[config.mk]
export PLATFORM = sky130hd
export DESIGN_NAME = pixel_input
export DESIGN_NICKNAME = d
export VERILOG_FILES = /design/src/rtl/pixel_pkg.sv /design/src/rtl/pixel_fifo.sv /design/src/rtl/pixel_input.sv
export SDC_FILE = /design/constraint.sdc
export NUM_CORES = 1
export LEC_CHECK = 0
export CORE_UTILIZATION = 51
export DETAILED_ROUTE_END_ITERATION = 8
export PLACE_DENSITY_LB_ADDON = 0.12
export SLEW_MARGIN = 0
export SYNTH_ARGS = -nofsm -noshare
export SYNTH_HDL_FRONTEND = slang
export SYNTH_SLANG_ARGS = --single-unit
[constraint.sdc]
create_clock -name clk -period 2.2 [get_ports clk]
set_input_delay 0.33 -clock clk [delete_from_list [all_inputs] [get_ports clk]]
set_output_delay 0.33 -clock clk [all_outputs]
set_load 0.1 [all_outputs]
[src/rtl/pixel_pkg.sv]
// Shared constants and FSM encoding for the camera capture path.
package pixel_pkg;
  localparam int ADDR_W = 16;
  localparam int WORD_W = 16;

  localparam logic SRAM_WRITE = 1'b1;
  localparam logic SRAM_READ  = 1'b0;

  typedef enum logic [2:0] {
    ST_IDLE    = 3'd0,
    ST_ARM     = 3'd1,
    ST_CAPTURE = 3'd2,
    ST_FLUSH   = 3'd3,
    ST_DONE    = 3'd4
  } state_e;
endpackage

[src/rtl/pixel_fifo.sv]
// Small synchronous word FIFO; pushes when full and pops when empty are ignored.
module pixel_fifo #(
  parameter int DEPTH = 4,
  parameter int W     = 16
) (
  input  logic         clk,
  input  logic         reset,
  input  logic         push,
  input  logic [W-1:0] push_data,
  input  logic         pop,
  output logic         full,
  output logic         empty,
  output logic [W-1:0] head
);
  localparam int AW = (DEPTH > 1) ? $clog2(DEPTH) : 1;

  logic [W-1:0] mem [DEPTH];
  logic [AW:0]  wr_ptr;
  logic [AW:0]  rd_ptr;
  logic         do_push;
  logic         do_pop;

  assign do_push = push && !full;
  assign do_pop  = pop && !empty;

  // Extra pointer bit distinguishes full from empty when the indices match.
  assign empty = (wr_ptr == rd_ptr);
  assign full  = (wr_ptr[AW] != rd_ptr[AW]) && (wr_ptr[AW-1:0] == rd_ptr[AW-1:0]);
  assign head  = mem[rd_ptr[AW-1:0]];

  always_ff @(posedge clk or negedge reset) begin
    if (!reset) begin
      wr_ptr <= '0;
      rd_ptr <= '0;
    end else begin
      if (do_push) wr_ptr <= wr_ptr + 1'b1;
      if (do_pop)  rd_ptr <= rd_ptr + 1'b1;
    end
  end

  always_ff @(posedge clk) begin
    if (do_push) mem[wr_ptr[AW-1:0]] <= push_data;
  end
endmodule

[src/rtl/pixel_input.sv]
// Captures one camera frame, packs byte pairs into words and writes them to SRAM
// through the mux; publishes the first unwritten address as stop_addr.
module pixel_input
  import pixel_pkg::*;
#(
  parameter logic [ADDR_W-1:0] BASE_ADDR    = 16'h0000,
  parameter logic [ADDR_W-1:0] MAX_ADDR     = 16'hFFFF,
  parameter int                FIFO_DEPTH   = 4,
  parameter logic              VSYNC_ACTIVE = 1'b1
) (
  input  logic              clk,
  input  logic              reset,
  input  logic              capture_req,
  output logic              busy,
  output logic              frame_done,
  output logic [ADDR_W-1:0] stop_addr,
  output logic              overrun,
  input  logic              cam_pclk,
  input  logic              cam_vsync,
  input  logic              cam_href,
  input  logic [7:0]        cam_data,
  output logic              sram_start,
  output logic              sram_rw,
  output logic [ADDR_W-1:0] sram_addr,
  output logic [WORD_W-1:0] sram_data,
  input  logic              sram_ready,
  output state_e            state
);
  localparam logic [10:0] SYNC_RST = {1'b0, ~VSYNC_ACTIVE, 9'd0};

  logic [10:0] sync1, sync2;
  logic        pclk_q, vsync_q, href_q;
  logic        pclk_s, vsync_s, href_s;
  logic [7:0]  data_s;
  logic        pclk_rise, href_fall, vsync_end, vsync_start;

  logic              half_valid;
  logic [7:0]        half_byte;
  logic              push_req;
  logic [WORD_W-1:0] push_word;

  logic              fifo_full, fifo_empty, fifo_pop;
  logic [WORD_W-1:0] fifo_head;
  logic              writing, issue, discard, drop;

  logic [ADDR_W-1:0] wr_addr;
  logic              addr_limit;
  logic              wr_pending;
  logic              seen_low;

  assign {pclk_s, vsync_s, href_s, data_s} = sync2;
  assign pclk_rise   = pclk_s && !pclk_q;
  assign href_fall   = href_q && !href_s;
  assign vsync_end   = (vsync_q == VSYNC_ACTIVE) && (vsync_s != VSYNC_ACTIVE);
  assign vsync_start = (vsync_q != VSYNC_ACTIVE) && (vsync_s == VSYNC_ACTIVE);

  // All camera signals share one synchroniser chain so they keep equal delay.
  always_ff @(posedge clk or negedge reset) begin
    if (!reset) begin
      sync1   <= SYNC_RST;
      sync2   <= SYNC_RST;
      pclk_q  <= 1'b0;
      vsync_q <= ~VSYNC_ACTIVE;
      href_q  <= 1'b0;
    end else begin
      sync1   <= {cam_pclk, cam_vsync, cam_href, cam_data};
      sync2   <= sync1;
      pclk_q  <= pclk_s;
      vsync_q <= vsync_s;
      href_q  <= href_s;
    end
  end

  always_ff @(posedge clk or negedge reset) begin
    if (!reset) begin
      half_valid <= 1'b0;
      half_byte  <= 8'h00;
      push_req   <= 1'b0;
      push_word  <= '0;
    end else begin
      push_req <= 1'b0;
      case (state)
        ST_CAPTURE: begin
          if (pclk_rise && href_s) begin
            if (half_valid) begin
              push_req   <= 1'b1;
              push_word  <= {half_byte, data_s};
              half_valid <= 1'b0;
            end else begin
              half_byte  <= data_s;
              half_valid <= 1'b1;
            end
          end else if (href_fall && half_valid) begin
            push_req   <= 1'b1;
            push_word  <= {half_byte, 8'h00};
            half_valid <= 1'b0;
          end
        end
        ST_FLUSH: begin
          if (half_valid) begin
            push_req   <= 1'b1;
            push_word  <= {half_byte, 8'h00};
            half_valid <= 1'b0;
          end
        end
        default: half_valid <= 1'b0;
      endcase
    end
  end

  pixel_fifo #(.DEPTH(FIFO_DEPTH), .W(WORD_W)) u_fifo (
    .clk       (clk),
    .reset     (reset),
    .push      (push_req),
    .push_data (push_word),
    .pop       (fifo_pop),
    .full      (fifo_full),
    .empty     (fifo_empty),
    .head      (fifo_head)
  );

  // SRAM handshake: sram_start is a one-cycle strobe issued only while sram_ready=1;
  // the request is outstanding until sram_ready is seen low and then high again.
  assign writing  = ((state == ST_CAPTURE) || (state == ST_FLUSH)) && !fifo_empty &&
                    !wr_pending && (addr_limit || sram_ready);
  assign issue    = writing && !addr_limit;
  assign discard  = writing && addr_limit;
  assign fifo_pop = writing;
  assign drop     = push_req && fifo_full;
  assign sram_rw  = SRAM_WRITE;

  always_ff @(posedge clk or negedge reset) begin
    if (!reset) begin
      state      <= ST_IDLE;
      busy       <= 1'b0;
      frame_done <= 1'b0;
      stop_addr  <= BASE_ADDR;
      overrun    <= 1'b0;
      sram_start <= 1'b0;
      sram_addr  <= BASE_ADDR;
      sram_data  <= '0;
      wr_addr    <= BASE_ADDR;
      addr_limit <= 1'b0;
      wr_pending <= 1'b0;
      seen_low   <= 1'b0;
    end else begin
      sram_start <= 1'b0;
      frame_done <= 1'b0;
      if (drop || discard) overrun <= 1'b1;

      if (issue) begin
        sram_start <= 1'b1;
        sram_addr  <= wr_addr;
        sram_data  <= fifo_head;
        wr_pending <= 1'b1;
        seen_low   <= 1'b0;
      end else if (wr_pending) begin
        if (!sram_ready) begin
          seen_low <= 1'b1;
        end else if (seen_low) begin
          wr_pending <= 1'b0;
          seen_low   <= 1'b0;
          // A full 16-bit address space saturates instead of wrapping.
          if (wr_addr == MAX_ADDR) begin
            addr_limit <= 1'b1;
            if (MAX_ADDR != 16'hFFFF) wr_addr <= MAX_ADDR + 16'd1;
          end else begin
            wr_addr <= wr_addr + 16'd1;
          end
        end
      end

      case (state)
        ST_IDLE: begin
          if (capture_req) begin
            state      <= ST_ARM;
            busy       <= 1'b1;
            overrun    <= 1'b0;
            wr_addr    <= BASE_ADDR;
            addr_limit <= 1'b0;
          end
        end
        ST_ARM:     if (vsync_end) state <= ST_CAPTURE;
        ST_CAPTURE: if (vsync_start) state <= ST_FLUSH;
        ST_FLUSH: begin
          if (fifo_empty && !wr_pending && !push_req && !half_valid) begin
            state      <= ST_DONE;
            frame_done <= 1'b1;
            stop_addr  <= wr_addr;
          end
        end
        ST_DONE: begin
          state <= ST_IDLE;
          busy  <= 1'b0;
        end
        default: state <= ST_IDLE;
      endcase
    end
  end
endmodule
[Yosys cells after proc, flatten, opt, wreduce, memory -nomap -nowiden]
Memory sizes are Yosys's and may differ from the RTL's. A register that Yosys moved wholly into a read port is not among the register bits.
Index checks and enable logic that the tools add are counted.
Operators by class
  add/subtract/negate cells: 3
  equal/unequal tests: 15
  multiplexer cells: 49
  bitwise operators: 3
  reduce and logical (&&, ||, !) cells: 39
Operators by type and width (number)
  $mux W16: 11
  $pmux W16 S2: 1
  $mux W1: 30
  $logic_and A1 B1 Y1: 18
  $add A16 B1 Y16 const B: 1
  $eq A16 B16 Y1 const B: 1
  $mux W3: 4
  $pmux W3 S4: 1
  $logic_not A1 Y1: 9
  $ne A2 B2 Y1 const B: 4
  $reduce_and A4 Y1: 2
  $add A3 B1 Y3 const B: 2
  $eq A3 B2 Y1 const B: 2
  $ne A3 B3 Y1 const B: 2
  $reduce_bool A2 Y1: 3
  $pmux W1 S2: 2
  $reduce_and A2 Y1: 2
  $eq A3 B1 Y1 const B: 1
  $eq A3 B3 Y1: 1
  $eq A3 B3 Y1 const B: 1
  $logic_not A3 Y1: 1
  $logic_or A1 B1 Y1: 3
  $not A1 Y1: 3
  $reduce_and A3 Y1: 1
  3 further kinds: 3
Storage, ports and cells
  bits in registers: 115
  RAM bits: 64
  bits of input ports: 15
  logic and storage cells: 132
  memories: 1
Memories
  u_fifo.mem: depth 4, bits a word 16, rd ports 1, clocked after Yosys merged registers in 1, write ports 1, line pixel_fifo.sv:17  | logic [W-1:0] mem [DEPTH];

[Longest topological paths before layout]
Gate-level depths: netlist of run 1.
  word-level depth: 10
  gate-level depth with buffers: 7
  mapped depth without buffers: 5

[Hierarchy]
A second synthesis of run 1 with hierarchy kept.
Unflattened totals
  cells, all modules: 487
  area total of the unflattened synthesis: 7639.8 µm²
By module, submodules not included
  pixel_input: instances 1, cells each 355, area each 4810.9 µm², seq. area each 3128.0 µm²
  pixel_fifo: instances 1, cells each 132, area each 2829.0 µm², seq. area each 2072.0 µm²

[Worst setup path before layout of run 1]
Ideal clock, no wire load.
  path type: reg2reg
  from: register state[0]
  to: register stop_addr[10]
  setup time: 0.125 ns
  arrival: 2.811 ns
  required time: 2.075 ns
  setup slack: -0.736 ns
  cell stages (with the launch flop): 8
  path buffers: 3
  period minus slack after synthesis: 2.936 ns
  cells stage by stage: dfrtp_1 > buf_4 > or3b_1 > or4_1 > or3_1 > buf_6 > buf_12 > mux2_4
On the way
  cells in the longest elaborated chain, start to end: 2
Ends and longest elaborated chain
  from (decl): line pixel_input.sv:27  | output state_e state
  from (signal assigned): line pixel_input.sv:134  | state <= ST_IDLE;
  from (signal assigned): line pixel_input.sv:176  | state <= ST_ARM;
  from (signal assigned): line pixel_input.sv:183  | ST_ARM: if (vsync_end) state <= ST_CAPTURE;
  $eq A3 B2 Y1: line pixel_input.sv:173  | case (state)
  $reduce_and A2 Y1 (no source line)
  to (signal assigned): line pixel_input.sv:189  | stop_addr <= wr_addr;
  to (decl): line pixel_input.sv:16  | output logic [ADDR_W-1:0] stop_addr,
Every way passes these cells.
A chain may end at the register's enable or synchronous reset.

[Worst setup path after layout of run 1]
  from: register half_valid
  to: register stop_addr[9]
On the way
  cells in the longest elaborated chain, start to end: 3
Ends and longest elaborated chain
  from (decl): line pixel_input.sv:37  | logic half_valid;
  from (signal assigned): line pixel_input.sv:76  | half_valid <= 1'b0;
  from (signal assigned): line pixel_input.sv:88  | half_valid <= 1'b0;
  from (signal assigned): line pixel_input.sv:91  | half_valid <= 1'b1;
  $logic_not A1 Y1: line pixel_input.sv:186  | if (fifo_empty && !wr_pending && !push_req && !half_valid) begin
  $logic_and A1 B1 Y1: line pixel_input.sv:186
  $reduce_and A2 Y1 (no source line)
Every way passes these cells.

==> summary.txt, run 1 <==
Drt drc: 0
CTS sink cnt: 195
Top post-synthesis cells by area: dfrtp_1 43%, edfxtp_1 26%, mux2_2 8.2%
Setup crit end: stop_addr[9]
Pint: 6.93 mW
Setup ws final: 76.1 ps
Switching share of total power: 36.8%
Area of the core: 14500 µm²
Max rail drop VDD: 0.783 mV
Clock power frac: 26.2%
Largest net degree at the start of global routing: 49
Vias in the first global route: 4146
DR pass1 iterations: 5
Root buf cell: clkbuf_16
Crit end category: flip-flop
R2R Setup Slk: 80 ps
Worst reg2reg startpoint: half_valid
Reg power frac: 41.0%
CTS max path bufs: 2
EDFF count, synth: 64
Max Cap Viol: 0
Via/cell ratio: 5.47
Power per cell area: 1200 nW/µm²
YS warnings: 0
Die width: 124 µm
RSZ-0062 raised after global routing: false
Share of the synthesized area in the top cell type: 43.5%
NetSw: 4.03 mW
Netlist cell types: 53
Syn Std Cell Area: 7540 µm²
Flop and latch count out of synthesis: 195
Crit-path cells: or3b_1 > or4_1 > or3_4 > buf_12 > mux2_4
Worst-path fanout max: 18
Fmax: 471 MHz
Post-DRT Antenna Nets: 0
Placer congestion estimate: 0.873
Final Net Count: 607
Worst setup path startpoint: half_valid
FP Rows: 44
Worst-Margin Slew: 552 ps
Grt ovf: 0
CP required: 2510 ps
Status: completed
CP Launch Type: flip-flop
Worst path buffer plus inverter count: 1
IO Count: 71
Final worst-path cycle share: 96.5%
Port bufs: 69
Hpwl dp: 8850 µm
Share of post-route cells with drive strength above 1: 34.4%
CTS HTree Levels: 4
Post-CTS setup buffer count: 0
Area leader, netlist: dfrtp_1
Drt total wl: 13400 µm
Critical path's largest stage delay: 440 ps
Clk_lat worst skew: 430 ps
Die Y: 124 µm
Static Leak: 3.88 nW
Data arrival, critical path: 2440 ps
Die Footprint: 15300 µm²
Via count: 4280
Primary FF master, synth: dfrtp_1
CTS tree: done
Effective utilization at floorplan: 52.0%
Worst path slowest cell: or4_1
Setup CP Type: reg2reg
Commonest non-fill, non-tap cell in the layout: dfrtp_1
First-pass GRT wire length: 21700 µm
Combinational share of power: 32.8%
Area Overhead vs Synth: 21.5%
Most frequent cells in the layout: 128 x dfrtp_1, 82 x buf_4, 64 x edfxtp_1
Cell count after synthesis: 483
# setup viols final: 0
Avg Cell Area, Syn: 15.6 µm²
Hold Crit Class: in2reg
Initial DRC count: 262
Clk pin slew, worst setup/hold paths: 70 ps
Wire per inst: 17.1 µm
Max transition margin: 63.1%
Sum of negative setup slack: 0 ps
CP Depth: 5
Final Hold Fails: 0
Num CTS Buffers: 17
Delay-heaviest family, CP: simple AND/OR/NAND/NOR gates
Clock Skew: 7.34 ps
Initial antenna violation count: 0
Setup WS pre-CTS: 3.37 ps
Ant. Diodes: 0
Ys async rst share: 67.2%
Design Power: 11.0 mW
Min Tclk post-route: 2120 ps
Finished Core Util: 63.2%
GRT Total Usage: 19.6%
Mapped Nets: 504
FF-to-FF End: stop_addr[9]
Sequential area share after synthesis: 69.0%
Max Slew Vio Count: 0
R2R cell count: 5
-- per-layer routing --
metal | up-vias | routed length [µm] | global-route usage [%]
met3 | 18 | 497 | 4.34
met4 | 0 | 267 | 8.81
li1 | 1997 | - | -
met2 | 106 | 6200 | 29.1
met5 | - | 0 | 0
met1 | 2159 | 6400 | 27.8
-- what timing repair did --
item,CTS,global route
gates resized for setup,0,1
hold buffers,1,0
setup endpoints to repair,0,10
hold endpoints to repair,42,0
-- registers in the layout, indices dropped and copies added (netlist names), 8 cells and up --
signal	cells
push_word	16
sync2	11
sram_data	16
wr_addr	16
sync1	11
stop_addr	16
half_byte	8
u_fifo.mem	64
sram_addr	16
-- worst min-delay path by stage --
stage / end / startpoint / slack, ps / depth (start not counted)
after floorplan: addr_limit / reset / 30 / 0
after global placement: sram_data[7] / reset / 290 / 1
after CTS: sync1[1] / cam_data[1] / 310 / 1
final: sync1[1] / cam_data[1] / 330 / 1
after global routing: sync1[1] / cam_data[1] / 310 / 1
after detailed placement: sram_data[7] / reset / 300 / 1
-- Yosys cell counts, drive strengths merged (4+ instances only) --
cell type and instances:
dfrtp 131, edfxtp 64, mux2 63, nand2 39
mux4 16, a21oi 14, o21ai 14, clkbuf 12
inv 11, buf 9, nor2 9, nor3 7
ha 6, nand3 6, nor4 6, nand4 5
or4 5, xnor2 5, xor2 5, a31oi 4
and2 4, and3 4, or3 4
-- cells by family (layout without fill, tap and decap cells) --
group                    after synthesis  in the layout  share of synthesized area, %
multiplexers                          82             82                          15.0
AND/OR/NAND/NOR                      104            104                          7.17
buffers and inverters                 32            148                          2.08
XOR/XNOR                              10             10                          1.16
flip-flops                           195            195                          69.0
other                                  1              1                        0.0498
adder cells (fa/ha/maj)                6              6                         0.996
AO/OA/AOI/OAI                         53             53                          4.55
-- power by group through the flow --
stage          logic [mW]  clock network (mW)  registers [mW]
5_1_grt              3.81                3.08            4.56
6_report             3.59                2.87            4.49
4_1_cts              3.63                2.94            4.50
3_5_place_dp         3.62                   0            4.57
3_3_place_gp         3.59                   0            4.54
2_1_floorplan        1.27                   0            5.97
-- layout make-up --
| cell class | instances | area (µm²) |
|---|---|---|
| clock inverter | 12 | 108 |
| tap | 184 | 230 |
| timing repair buffer | 105 | 927 |
| multi-input combinational | 256 | 2210 |
| clock buffer | 20 | 437 |
| sequential | 195 | 5210 |
| inverter | 11 | 41.3 |
| fill | 1079 | 5320 |
-- per-stage QoR --
stage | hold slack, ps | cell area (µm²) | std cells
6_report | 330 | 9160 | 783
5_1_grt | 313 | 9160 | 783
4_1_cts | 312 | 9150 | 783
3_5_place_dp | 299 | 8600 | 750
3_3_place_gp | 292 | 8600 | 750
2_1_floorplan | 34.4 | 7550 | 483
-- worst register-to-register path, stage by stage (launching register included) --
cell	delay [ps]
dfrtp_1	370
or3b_1	350
or4_1	440
or3_4	360
buf_12	170
mux2_4	310
Note: power is estimated with default switching activity, not from simulation.
==> run 2, diff against run 1 <==
--- a/config.mk
+++ b/config.mk
@@ -5,7 +5,7 @@
 export SDC_FILE = /design/constraint.sdc
 export NUM_CORES = 1
 export LEC_CHECK = 0
-export CORE_UTILIZATION = 51
+export CORE_UTILIZATION = 55
 export DETAILED_ROUTE_END_ITERATION = 8
 export PLACE_DENSITY_LB_ADDON = 0.12
 export SLEW_MARGIN = 0
==> constraint.sdc (replaced) <==
create_clock -name clk -period 2.6 [get_ports clk]
set_input_delay 0.39 -clock clk [delete_from_list [all_inputs] [get_ports clk]]
set_output_delay 0.39 -clock clk [all_outputs]
set_load 0.1 [all_outputs]
==> summary.txt, run 2 (same netlist as run 1, synthesis figures left out) <==
Max transition margin: 51.2% (was 63.1%)
Largest net degree at the start of global routing: 53 (was 49)
Wire per inst: 17.9 µm (was 17.1 µm)
Vias in the first global route: 4276 (was 4146)
Post-CTS setup buffer count: 0 (unchanged)
Critical hold path startpoint: sync1[6] (was cam_data[1])
Crit-path cells: or3b_1 > or4_1 > or3_1 > buf_4 > mux2_4 (was or3b_1 > or4_1 > or3_4 > buf_12 > mux2_4)
Initial DRC count: 231 (was 262)
Grt ovf: 0 (unchanged)
DP Area: 8390 µm² (was 8600 µm²)
Clk_lat worst skew: 430 ps (about the same)
Hold Slack: 350 ps (was 330 ps)
Clock Skew: 9.71 ps (was 7.34 ps)
Placed insts: 724 (was 750)
Status: completed (unchanged)
CTS sink cnt: 195 (unchanged)
FP Rows: 42 (was 44)
CTS HTree Levels: 4 (unchanged)
First-pass GRT wire length: 22500 µm (was 21700 µm)
Worst setup path startpoint: state[0] (was half_valid)
GRT met3 Usage: 5.32% (was 4.34%)
Via/cell ratio: 5.56 (was 5.47)
CP required: 2910 ps (was 2510 ps)
CTS tree: done (unchanged)
# setup viols final: 0 (unchanged)
Hold Crit Class: reg2reg (was in2reg)
Final Hold Fails: 0 (unchanged)
Final worst-path cycle share: 87.1% (was 96.5%)
Die Footprint: 14200 µm² (was 15300 µm²)
Area Overhead vs Synth: 18.9% (was 21.5%)
Worst path slowest cell: dfrtp_4 (was or4_1)
Met1 usage: 30.2% (was 27.8%)
Die Y: 119 µm (was 124 µm)
DR pass1 iterations: 4 (was 5)
Crit end category: flip-flop (unchanged)
Layer with the highest usage: met2 (unchanged)
Clk pin slew, worst setup/hold paths: 60 ps (was 70 ps)
Power per cell area: 1020 nW/µm² (was 1200 nW/µm²)
Via count: 4206 (was 4280)
Area of the core: 13300 µm² (was 14500 µm²)
Cell area after layout: 8960 µm² (was 9160 µm²)
CTS max path bufs: 2 (unchanged)
Post-DRT Antenna Nets: 0 (unchanged)
IO Count: 71 (unchanged)
Worst-Margin Slew: 725 ps (was 552 ps)
Max rail drop VDD: 0.835 mV (was 0.783 mV)
Static Leak: 3.78 nW (was 3.88 nW)
GR Util met2: 32.6% (was 29.1%)
Fmax: 442 MHz (was 471 MHz)
Initial antenna violation count: 0 (unchanged)
Fill cells: 926 (was 1079)
GRT Total Usage: 21.3% (was 19.6%)
Final Net Count: 589 (was 607)
Hpwl dp: 8820 µm (was 8850 µm)
Num CTS Buffers: 17 (unchanged)
Die width: 119 µm (was 124 µm)
RSZ-0062 raised after global routing: false (unchanged)
Effective utilization at floorplan: 56.7% (was 52.0%)
Most frequent cells in the layout: 130 x dfrtp_1, 69 x buf_4, 64 x edfxtp_1 (was 128 x dfrtp_1, 82 x buf_4, 64 x edfxtp_1)
Sum of negative setup slack: 0 ps (unchanged)
Worst-path fanout max: 18 (unchanged)
Placer congestion estimate: 0.761 (was 0.873)
Max Cap Viol: 0 (unchanged)
Drt drc: 0 (unchanged)
Data arrival, critical path: 2580 ps (was 2440 ps)
Max Slew Vio Count: 0 (unchanged)
Min Tclk post-route: 2260 ps (was 2120 ps)
Max reg flops: 64 (unchanged)
CP Launch Type: flip-flop (unchanged)
Port bufs: 69 (unchanged)
Ant. Diodes: 0 (unchanged)
Share of post-route cells with drive strength above 1: 31.8% (was 34.4%)
Drt total wl: 13600 µm (was 13400 µm)
Commonest non-fill, non-tap cell in the layout: dfrtp_1 (unchanged)
Final instance count without filler cells: 757 (was 783)
Root buf cell: clkbuf_16 (unchanged)
Setup CP Type: reg2reg (unchanged)
Critical path's largest stage delay: 490 ps (was 440 ps)
Worst reg2reg startpoint: state[0] (was half_valid)
==> run 2: cell types whose count changed in the layout (fill, tap and decap cells not counted), sizes merged <==
cell / before / now
inv: 14 / 11
clkinv: 4 / 5
clkbuf: 20 / 23
clkinvlp: 4 / 3
buf: 91 / 73
==> run 2: stage by stage <==
stage	util, %	power [mW]	setup slack [ps]
CTS	67.4	9.27	334
floorplan	-	6.12	45.9
global placement	63.1	6.73	391
finish	67.4	9.18	336
detailed placement	63.1	6.80	292
global route	67.4	9.59	243
==> run 2: worst paths after layout <==
path / to / slack (ps) / cells past startpoint
setup / recovery: stop_addr[10] / 340 / 5
min in group asynchronous: sram_data[5] / 470 / 2
hold / removal: sync2[6] / 350 / 0
setup reg to reg: stop_addr[10] / 340 / 5
hold reg to reg: sync2[6] / 350 / 0
max in group asynchronous: wr_addr[0] / 1310 / 3
==> run 2: cell type report <==
type | instances | area [µm²] | share of cell area [%]
Clock buffer | 23 | 479 | 5.35
Tap cell | 176 | 220 | 2.46
Multi-Input combinational cell | 256 | 2200 | 24.6
Inverter | 11 | 41.3 | 0.461
Clock inverter | 9 | 80.1 | 0.894
Timing Repair Buffer | 87 | 729 | 8.14
Sequential cell | 195 | 5200 | 58.1
==> run 2: power by group <==
group / leakage [nW] / internal, mW / switching, mW / total (mW)
registers: 2.21 / 3.55 / 0.287 / 3.84
logic: 1.30 / 0.876 / 2.01 / 2.89
clock network: 0.266 / 1.40 / 1.06 / 2.45
==> run 2: timing repair <==
item	CTS	global route
endpoints found under the hold margin	46	0
hold buffers	1	0
gates resized for setup	0	0
==> run 2: routing by layer <==
layer / up-vias / share of wire [%]
met2: 114 / 47
li1: 1959 / -
met4: 0 / 1.2
met1: 2120 / 47
met5: - / 0
met3: 13 / 4.7
==> run 2: worst max-delay path, delay by kind of cell (launching register included) <==
kind	cells	cell delay (ps)
and+or+nand+nor	3	1070
muxes	1	330
DFF	1	490
buffers and inverters	1	240
==> run 3, diff against run 2 <==
--- a/config.mk
+++ b/config.mk
@@ -7,6 +7,7 @@
 export LEC_CHECK = 0
 export CORE_UTILIZATION = 55
 export DETAILED_ROUTE_END_ITERATION = 8
+export GPL_TIMING_DRIVEN = 0
 export PLACE_DENSITY_LB_ADDON = 0.12
 export SLEW_MARGIN = 0
 export SYNTH_ARGS = -nofsm -noshare
==> summary.txt, run 3 (same netlist as run 1, synthesis figures left out) <==
Root buf cell: clkbuf_16 (unchanged)
CP required: 2920 ps (was 2910 ps)
Crit end category: flip-flop (unchanged)
Grt ovf: 0 (unchanged)
Setup CP Type: reg2reg (unchanged)
Wire per inst: 17.8 µm (was 17.9 µm)
Die Y: 119 µm (unchanged)
Area of the core: 13300 µm² (unchanged)
Ant. Diodes: 0 (unchanged)
RSZ-0062 raised after global routing: false (unchanged)
Die width: 119 µm (unchanged)
Most frequent cells in the layout: 130 x dfrtp_1, 67 x clkdlybuf4s50_1, 64 x edfxtp_1 (was 130 x dfrtp_1, 69 x buf_4, 64 x edfxtp_1)
DP Area: 8480 µm² (was 8390 µm²)
Initial antenna violation count: 0 (unchanged)
Clock Skew: 9.01 ps (was 9.71 ps)
Worst-path fanout max: 10 (was 18)
Final worst-path cycle share: 95.3% (was 87.1%)
Cell area after layout: 9150 µm² (was 8960 µm²)
Worst-Margin Slew: 1150 ps (was 725 ps)
DR pass1 iterations: 4 (unchanged)
Share of post-route cells with drive strength above 1: 22.7% (was 31.8%)
Effective utilization at floorplan: 56.7% (unchanged)
Sum of negative setup slack: 0 ps (unchanged)
Static Leak: 3.74 nW (was 3.78 nW)
Clk_lat worst skew: 440 ps (was 430 ps)
Fmax: 404 MHz (was 442 MHz)
Via/cell ratio: 5.59 (was 5.56)
Max Slew Vio Count: 0 (unchanged)
Drt drc: 0 (unchanged)
Finished Core Util: 68.9% (was 67.4%)
# setup viols final: 0 (unchanged)
Post-CTS setup buffer count: 0 (unchanged)
Final Net Count: 594 (was 589)
CTS max path bufs: 2 (unchanged)
Num CTS Buffers: 17 (unchanged)
Vias in the first global route: 4305 (was 4276)
Via count: 4260 (was 4206)
CTS tree: done (unchanged)
Status: completed (unchanged)
Port bufs: 69 (unchanged)
Max transition margin: 22.8% (was 51.2%)
IO Count: 71 (unchanged)
Drt total wl: 13600 µm (about the same)
Hold Crit Class: reg2reg (unchanged)
GRT Total Usage: 21.4% (was 21.3%)
Area Overhead vs Synth: 21.5% (was 18.9%)
Post-DRT Antenna Nets: 0 (unchanged)
Max Cap Viol: 0 (unchanged)
Commonest non-fill, non-tap cell in the layout: dfrtp_1 (unchanged)
Max rail drop VDD: 0.914 mV (was 0.835 mV)
Placer congestion estimate: 0.886 (was 0.761)
Final Hold Fails: 0 (unchanged)
Die Footprint: 14200 µm² (unchanged)
CP Launch Type: flip-flop (unchanged)
Largest net degree at the start of global routing: 79 (was 53)
FP Rows: 42 (unchanged)
Setup WS pre-CTS: -139 ps (was 292 ps)
Clk pin slew, worst setup/hold paths: 70 ps (was 60 ps)
Initial DRC count: 218 (was 231)
Hold Slack: 347 ps (was 350 ps)
Hpwl dp: 8850 µm (was 8820 µm)
Max reg flops: 64 (unchanged)
Min Tclk post-route: 2480 ps (was 2260 ps)
CTS HTree Levels: 4 (unchanged)
Data arrival, critical path: 2800 ps (was 2580 ps)
Power per cell area: 1040 nW/µm² (was 1020 nW/µm²)
First-pass GRT wire length: 22500 µm (about the same)
CTS sink cnt: 195 (unchanged)
Setup ws final: 122 ps (was 336 ps)
run 3: cell types whose count changed in the layout (fill, tap and decap cells not counted), moves of 3 or more:
cell / before / now
clkbuf_1: 4 / 11
buf_2: 0 / 3
and2_1: 4 / 0
buf_4: 69 / 2
and2_2: 0 / 4
clkdlybuf4s50_1: 13 / 67
run 3: repair_timing:
item                                    CTS  global route
endpoints found under the setup margin   22            91
endpoints found under the hold margin    53             0
pin swaps                                 0             0
hold buffers                              1             0
gates resized for setup                   2            11
cloned                                    0             0
run 3: through the flow:
| stage | instances | power, mW |
|---|---|---|
| floorplan | 483 | 6.12 |
| global placement | 728 | 6.80 |
| detailed placement | 729 | 6.88 |
| CTS | 762 | 9.61 |
| global route | 762 | 9.94 |
| finish | 762 | 9.55 |
run 3: worst max-delay path: stages, from the launching register on:
cell and delay [ps]:
dfrtp_1 380, clkbuf_4 230, xor2_1 240, or4_1 530, or3_1 340, buf_6 170, buf_12 150, mux2_4 300
run 3: routing by layer:
metal  vias up  GRT usage, %  share of wire, %
met4         0          9.89               1.8
met3        20          4.65               4.3
li1       1962             -                 -
met2       115          31.8                47
met5         -             0                 0
met1      2163          30.4                46
run 3: final timing paths:
check                                       from            end  slack [ps]  cells past startpoint
worst max-delay path            u_fifo.rd_ptr[0]  stop_addr[13]         120                      7
worst min-delay path                    sync1[1]       sync2[1]         350                      0
worst max register to register  u_fifo.rd_ptr[0]  stop_addr[13]         120                      7
worst min register to register          sync1[1]       sync2[1]         350                      0
max in group asynchronous                  reset       state[0]        1350                      3
min in group asynchronous                  reset   sram_data[6]         480                      2
run 3: area by class of cell:
class / count / area, µm²
clock buffers: 20 / 478
repair buffers: 71 / 732
multi-input cells: 256 / 2210
plain buffers: 21 / 120
clock inverters: 12 / 149
inverters: 11 / 41.3
fillers: 879 / 4140
flip-flops and latches: 195 / 5200
well taps: 176 / 220
run 3: power breakdown:
group          total, mW  internal [mW]  switching (mW)
clock               2.72           1.62            1.10
combinational       3.03          0.963            2.07
sequential          3.79           3.55           0.239
total               9.55           6.13            3.41
